<file path="src/rtl/wb_ram_arbiter_if.sv">
// Wishbone classic bus bundle shared by the requesting masters and the RAM side of the arbiter.
interface wb_ram_arbiter_if #(
  parameter int AW = 32,
  parameter int DW = 32
);
  logic          cyc;
  logic          stb;
  logic          we;
  logic [AW-1:0] adr;
  logic [DW/8-1:0] sel;
  logic [DW-1:0] dat_w;
  logic [DW-1:0] dat_r;
  logic          ack;
  logic          err;

  modport master (output cyc, stb, we, adr, sel, dat_w, input dat_r, ack, err);
  modport slave (input cyc, stb, we, adr, sel, dat_w, output dat_r, ack, err);
  // The shared RAM never signals errors, so its side carries no err.
  modport ram_master (output cyc, stb, we, adr, sel, dat_w, input dat_r, ack);
endinterface

</file>
<file path="src/rtl/wb_ram_arbiter.sv">
// Two-master Wishbone arbiter in front of one shared RAM slave: round-robin on ties,
// grant held for a whole bus cycle, stalled strobes terminated with err after TIMEOUT cycles.
module wb_ram_arbiter #(
  parameter int AW      = 32,
  parameter int DW      = 32,
  parameter int TIMEOUT = 255
) (
  input  logic                 clk,
  input  logic                 reset,
  wb_ram_arbiter_if.slave      m0,
  wb_ram_arbiter_if.slave      m1,
  wb_ram_arbiter_if.ram_master s
);
  // state  | meaning
  // IDLE   | bus released, arbitrating between pending cyc requests
  // GRANT0 | master 0 owns the RAM until it drops cyc or times out
  // GRANT1 | master 1 owns the RAM until it drops cyc or times out
  typedef enum logic [1:0] {IDLE = 2'd0, GRANT0 = 2'd1, GRANT1 = 2'd2} state_t;

  state_t          state_q, state_d;
  logic            last_grant_q, last_grant_d;
  logic [7:0]      stall_q, stall_d;

  logic            own1;
  logic            g_cyc, g_stb, g_we;
  logic [AW-1:0]   g_adr;
  logic [DW/8-1:0] g_sel;
  logic [DW-1:0]   g_dat_w;
  logic            timeout_hit;

  assign own1    = (state_q == GRANT1);
  assign g_cyc   = own1 ? m1.cyc   : m0.cyc;
  assign g_stb   = own1 ? m1.stb   : m0.stb;
  assign g_we    = own1 ? m1.we    : m0.we;
  assign g_adr   = own1 ? m1.adr   : m0.adr;
  assign g_sel   = own1 ? m1.sel   : m0.sel;
  assign g_dat_w = own1 ? m1.dat_w : m0.dat_w;

  // The current cycle is the TIMEOUT-th stalled one when the count so far is TIMEOUT-1.
  assign timeout_hit = ({1'b0, stall_q} + 9'd1) == 9'(TIMEOUT);

  assign m0.dat_r = s.dat_r;
  assign m1.dat_r = s.dat_r;

  always_comb begin
    state_d      = state_q;
    last_grant_d = last_grant_q;
    stall_d      = stall_q;
    s.cyc        = 1'b0;
    s.stb        = 1'b0;
    s.we         = 1'b0;
    s.adr        = '0;
    s.sel        = '0;
    s.dat_w      = '0;
    m0.ack       = 1'b0;
    m0.err       = 1'b0;
    m1.ack       = 1'b0;
    m1.err       = 1'b0;
    case (state_q)
      IDLE: begin
        stall_d = '0;
        if (m0.cyc && (!m1.cyc || last_grant_q)) begin
          state_d      = GRANT0;
          last_grant_d = 1'b0;
        end else if (m1.cyc) begin
          state_d      = GRANT1;
          last_grant_d = 1'b1;
        end
      end
      GRANT0, GRANT1: begin
        s.cyc   = g_cyc;
        s.stb   = g_stb;
        s.we    = g_we;
        s.adr   = g_adr;
        s.sel   = g_sel;
        s.dat_w = g_dat_w;
        m0.ack  = !own1 && s.ack;
        m1.ack  = own1 && s.ack;
        if (!g_stb || s.ack) begin
          stall_d = '0;
        end else if (timeout_hit) begin
          s.cyc   = 1'b0;
          s.stb   = 1'b0;
          m0.err  = !own1;
          m1.err  = own1;
          stall_d = '0;
          state_d = IDLE;
        end else begin
          stall_d = stall_q + 8'd1;
        end
        if (!g_cyc) state_d = IDLE;
      end
      default: state_d = IDLE;
    endcase
  end

  always_ff @(posedge clk or negedge reset) begin
    if (!reset) begin
      state_q      <= IDLE;
      last_grant_q <= 1'b1;
      stall_q      <= '0;
    end else begin
      state_q      <= state_d;
      last_grant_q <= last_grant_d;
      stall_q      <= stall_d;
    end
  end
endmodule
</file>
<file path="src/flat_wrapper.sv">
// flat-port wrapper written by rule: the top's interface ports become plain ports
module wb_ram_arbiter_flat 
#(
  parameter int AW      = 32,
  parameter int DW      = 32,
  parameter int TIMEOUT = 255
)
  (clk, reset, m0_cyc, m0_stb, m0_we, m0_adr, m0_sel, m0_dat_w, m0_dat_r, m0_ack, m0_err, m1_cyc, m1_stb, m1_we, m1_adr, m1_sel, m1_dat_w, m1_dat_r, m1_ack, m1_err, s_cyc, s_stb, s_we, s_adr, s_sel, s_dat_w, s_dat_r, s_ack);
  wb_ram_arbiter_if #(.AW(AW), .DW(DW)) m0_i ();
  wb_ram_arbiter_if #(.AW(AW), .DW(DW)) m1_i ();
  wb_ram_arbiter_if #(.AW(AW), .DW(DW)) s_i ();
  input  logic clk;
  input  logic reset;
  input wire logic [$bits(m0_i.cyc)-1:0] m0_cyc;
  input wire logic [$bits(m0_i.stb)-1:0] m0_stb;
  input wire logic [$bits(m0_i.we)-1:0] m0_we;
  input wire logic [$bits(m0_i.adr)-1:0] m0_adr;
  input wire logic [$bits(m0_i.sel)-1:0] m0_sel;
  input wire logic [$bits(m0_i.dat_w)-1:0] m0_dat_w;
  output wire logic [$bits(m0_i.dat_r)-1:0] m0_dat_r;
  output wire logic [$bits(m0_i.ack)-1:0] m0_ack;
  output wire logic [$bits(m0_i.err)-1:0] m0_err;
  input wire logic [$bits(m1_i.cyc)-1:0] m1_cyc;
  input wire logic [$bits(m1_i.stb)-1:0] m1_stb;
  input wire logic [$bits(m1_i.we)-1:0] m1_we;
  input wire logic [$bits(m1_i.adr)-1:0] m1_adr;
  input wire logic [$bits(m1_i.sel)-1:0] m1_sel;
  input wire logic [$bits(m1_i.dat_w)-1:0] m1_dat_w;
  output wire logic [$bits(m1_i.dat_r)-1:0] m1_dat_r;
  output wire logic [$bits(m1_i.ack)-1:0] m1_ack;
  output wire logic [$bits(m1_i.err)-1:0] m1_err;
  output wire logic [$bits(s_i.cyc)-1:0] s_cyc;
  output wire logic [$bits(s_i.stb)-1:0] s_stb;
  output wire logic [$bits(s_i.we)-1:0] s_we;
  output wire logic [$bits(s_i.adr)-1:0] s_adr;
  output wire logic [$bits(s_i.sel)-1:0] s_sel;
  output wire logic [$bits(s_i.dat_w)-1:0] s_dat_w;
  input wire logic [$bits(s_i.dat_r)-1:0] s_dat_r;
  input wire logic [$bits(s_i.ack)-1:0] s_ack;
  assign m0_i.cyc = m0_cyc;
  assign m0_i.stb = m0_stb;
  assign m0_i.we = m0_we;
  assign m0_i.adr = m0_adr;
  assign m0_i.sel = m0_sel;
  assign m0_i.dat_w = m0_dat_w;
  assign m0_dat_r = m0_i.dat_r;
  assign m0_ack = m0_i.ack;
  assign m0_err = m0_i.err;
  assign m1_i.cyc = m1_cyc;
  assign m1_i.stb = m1_stb;
  assign m1_i.we = m1_we;
  assign m1_i.adr = m1_adr;
  assign m1_i.sel = m1_sel;
  assign m1_i.dat_w = m1_dat_w;
  assign m1_dat_r = m1_i.dat_r;
  assign m1_ack = m1_i.ack;
  assign m1_err = m1_i.err;
  assign s_cyc = s_i.cyc;
  assign s_stb = s_i.stb;
  assign s_we = s_i.we;
  assign s_adr = s_i.adr;
  assign s_sel = s_i.sel;
  assign s_dat_w = s_i.dat_w;
  assign s_i.dat_r = s_dat_r;
  assign s_i.ack = s_ack;
  wb_ram_arbiter #(.AW(AW), .DW(DW), .TIMEOUT(TIMEOUT)) u_core (.clk(clk), .reset(reset), .m0(m0_i), .m1(m1_i), .s(s_i));
endmodule
</file>
<file path="config.mk">
export PLATFORM = sky130hd
export DESIGN_NAME = wb_ram_arbiter_flat
export DESIGN_NICKNAME = d
export VERILOG_FILES = /design/src/rtl/wb_ram_arbiter_if.sv /design/src/rtl/wb_ram_arbiter.sv /design/src/flat_wrapper.sv
export SDC_FILE = /design/constraint.sdc
export NUM_CORES = 1
export LEC_CHECK = 0
export BUFFER_PORTS_ARGS = -buffer_cell sky130_fd_sc_hd__buf_2
export CORE_AREA = 4 4 121 123
export DETAILED_ROUTE_END_ITERATION = 8
export DIE_AREA = 0 0 125 127
export HOLD_SLACK_MARGIN = 0.1
export SYNTH_ARGS = -nofsm -noshare
export SYNTH_HDL_FRONTEND = slang
export SYNTH_SLANG_ARGS = --single-unit
</file>
<file path="constraint.sdc">
create_clock -name clk -period 3.2 [get_ports clk]
set_clock_uncertainty 0.1 [all_clocks]
set_input_delay 0.16 -clock clk [delete_from_list [all_inputs] [get_ports clk]]
set_output_delay 0.16 -clock clk [all_outputs]
set_load 0.01 [all_outputs]
</file>
==> impl_metrics.json <==
{
  "wirelength_microns": 8051,
  "ir_drop_mv": 0.1742,
  "yosysMostFrequentCell": "nor2b_1",
  "synthAdderAreaFrac_pct": 2.511,
  "placedCellCount": 636,
  "rsz0062_at_grt": "no",
  "final_cells": 642,
  "design_area_sq_um": 3432,
  "status": "complete, no violations",
  "io_pins": 316,
  "clock-root-buffer": "clkbuf_16",
  "slew_headroom_pct": 52.28,
  "clkSinkCount": 11,
  "synthSimpleGateAreaFrac_pct": 27.07,
  "ys_ff_latch": 11,
  "ys_async_sr_fraction_pct": 100.0,
  "die_h_microns": 127,
  "grt_pass1_vias": 2479,
  "final_nets": 645,
  "setup_violations": 0,
  "cap_violations": 0,
  "final_core_utilization_pct": 25.11,
  "crit_family": "simple AND/OR/NAND/NOR gates",
  "post-route-min-period_ps": 2693,
  "netlist_instances": 312,
  "yosysWarnings": 0,
  "cts_buffers": 3,
  "fin_crit_sh_pct": 84.17,
  "core-area_sq_um": 13670,
  "final_max_slew_viol_count": 0,
  "cp-start-kind": "flop",
  "rows": 43,
  "diodes": 0,
  "drc_errors": 0,
  "syn_area_sq_um": 2491,
  "crit_buf_inv": 1,
  "worstHoldPathType": "in -> reg",
  "ant_nets": 0,
  "area_growth_pct": 37.77,
  "overflow": 0,
  "crit_path_top_delay_cell": "a221o_1",
  "hold_violations": 0,
  "setup_tns_ps": 0,
  "drt-initial-drc-count": 84,
  "ys_seq_area_share_pct": 11.10,
  "yosys.area.top_type": "mux2i_1",
  "grt_max_degree": 31,
  "synthTopCellsByCount": "nor2b_1 (74), mux2i_1 (70), buf_4 (64), nand2_1 (14)",
  "required_ps": 2940,
  "worstPathCellList": "ha_1, nand3_2, or2_0, a221o_1, or2_4, nor4_4, buf_2",
  "synth_top_area_share_pct": 28.13,
  "vias": 2532,
  "critPathKind": "reg -> out",
  "die_w_microns": 125,
  "post_drt_wl_per_cell_microns": 12.54,
  "grt_first_pass_wirelength_microns": 12520,
  "drive_gt1_share_pct": 51.52,
  "synthTopCellsByArea": "mux2i_1 (28%), buf_4 (19%), nor2b_1 (19%)",
  "power_density_nw_per_um2": 698.2,
  "gr-usage-all-layers_pct": 9.182,
  "tightest_slew_ps": 710.7,
  "vias_per_cell": 3.944,
  "avgSynthCellArea_sq_um": 7.984,
  "syn_nets": 494,
  "cts_tree": "done",
  "p_leak_nw": 1.712,
  "worstSkewPairLatency_ps": 240,
  "synth_edf_count": 0,
  "portBuffers": 219,
  "cp_data_arrival_time_ps": 2430,
  "place_congestion": 0.7092,
  "crit_path_max_incr_delay_ps": 490,
  "r2r_slack_ps": 990,
  "initial_core_util_pct": 18.23,
  "dp_slack_ps": 758.4,
  "synth_xor_area_share_pct": 1.055,
  "setup_ws_ps": 506.6,
  "post_dp_cell_area_sq_um": 3333,
  "antenna_found_initial": 0,
  "ys_types": 41,
  "synthMuxAreaShare_pct": 28.13,
  "synth_top_family_by_area": "multiplexers",
  "drt_pass1_iterations": 4,
  "h-tree-depth": 1,
  "clock_path_buffers": 2,
  "fmax_ghz": 0.3713,
  "die_area_sq_um": 15880,
  "path_max_fanout": 10,
  "synth_compound_area_share_pct": 6.781,
  "ys.flop_type": "dfrtp_1",
  "cp-end-kind": "output pin",
  "clkSlewWorstSetupHoldPaths_ps": 40,
  "place_hpwl_microns": 6724
}
per-layer routing:
layer	GRT usage, %	up-vias	routed length, microns
met1	11.66	1068	3174
met5	0	-	0
li1	-	1286	-
met2	15.09	144	3796
met4	3.189	0	210
met3	2.467	34	870
tightest hold or removal path, cell delays in order:
cell,delay (ps)
buf_2,130
a21oi_1,140
a31oi_1,50
path summary, 6_finish.rpt:
kind,startpoint,to,cells past startpoint
worst max-delay path,u_core.stall_q[0],m0_err,7
worst min-delay path,m1_cyc,u_core.last_grant_q,3
worst max register to register,u_core.stall_q[0],u_core.state_q[1],6
worst min register to register,u_core.last_grant_q,u_core.last_grant_q,2
max in group asynchronous,reset,u_core.last_grant_q,2
min in group asynchronous,reset,u_core.stall_q[2],2
registers in the layout, summed over array words and instances (netlist names):
register             flops
u_core.stall_q           8
u_core.state_q           2
u_core.last_grant_q      1
cell families after synthesis:
family / after synthesis
buf+inv: 88
flops: 11
xor+xnor: 3
compound gates: 25
mux: 70
simple gates: 110
fa+ha+maj: 5
final cells by class:
| class | count | area, sq um |
|---|---|---|
| fillers | 1546 | 10230 |
| multi-input cells | 213 | 1648 |
| clock buffers | 4 | 78.83 |
| well taps | 180 | 225.2 |
| inverters | 6 | 22.52 |
| repair buffers | 228 | 1181 |
| flip-flops and latches | 11 | 276.5 |
layout by cell type, fill, tap and decap left out, types with 3 or more instances in the layout:
master     synthesis  routed
o21ai_0            3       3
ha_1               5       3
o21ai_1            5       5
mux2i_1           70      70
o211ai_1           3       3
clkbuf_16          0       3
nor2_1             3       3
dfrtp_1           10      10
nor2b_1           74      74
nand3_1            4       4
buf_2              3     219
inv_1              6       6
buf_4             64       6
nand2_1           14      14
what timing repair did:
item,4_1_cts,5_1_grt
buffers inserted,0,0
hold endpoints to repair,12,0
hold buffers,2,0
setup endpoints to repair,0,0
resized for setup,0,0
report_power, final:
group	total (mW)	internal, mW	switching (mW)	leakage (nW)
clock network	0.235	0.168	0.0669	0.0382
registers	0.188	0.166	0.0225	0.148
logic	1.97	0.957	1.02	1.53
stage by stage:
step / hold WS, ps / power (mW)
6_report: 144.6 / 2.396
5_1_grt: 145.4 / 2.623
4_1_cts: 139.6 / 2.445
3_5_place_dp: -48.93 / 2.196
3_3_place_gp: -48.48 / 2.194
2_1_floorplan: -235.6 / 1.518
No activity file was read; power rests on OpenSTA's default activity.
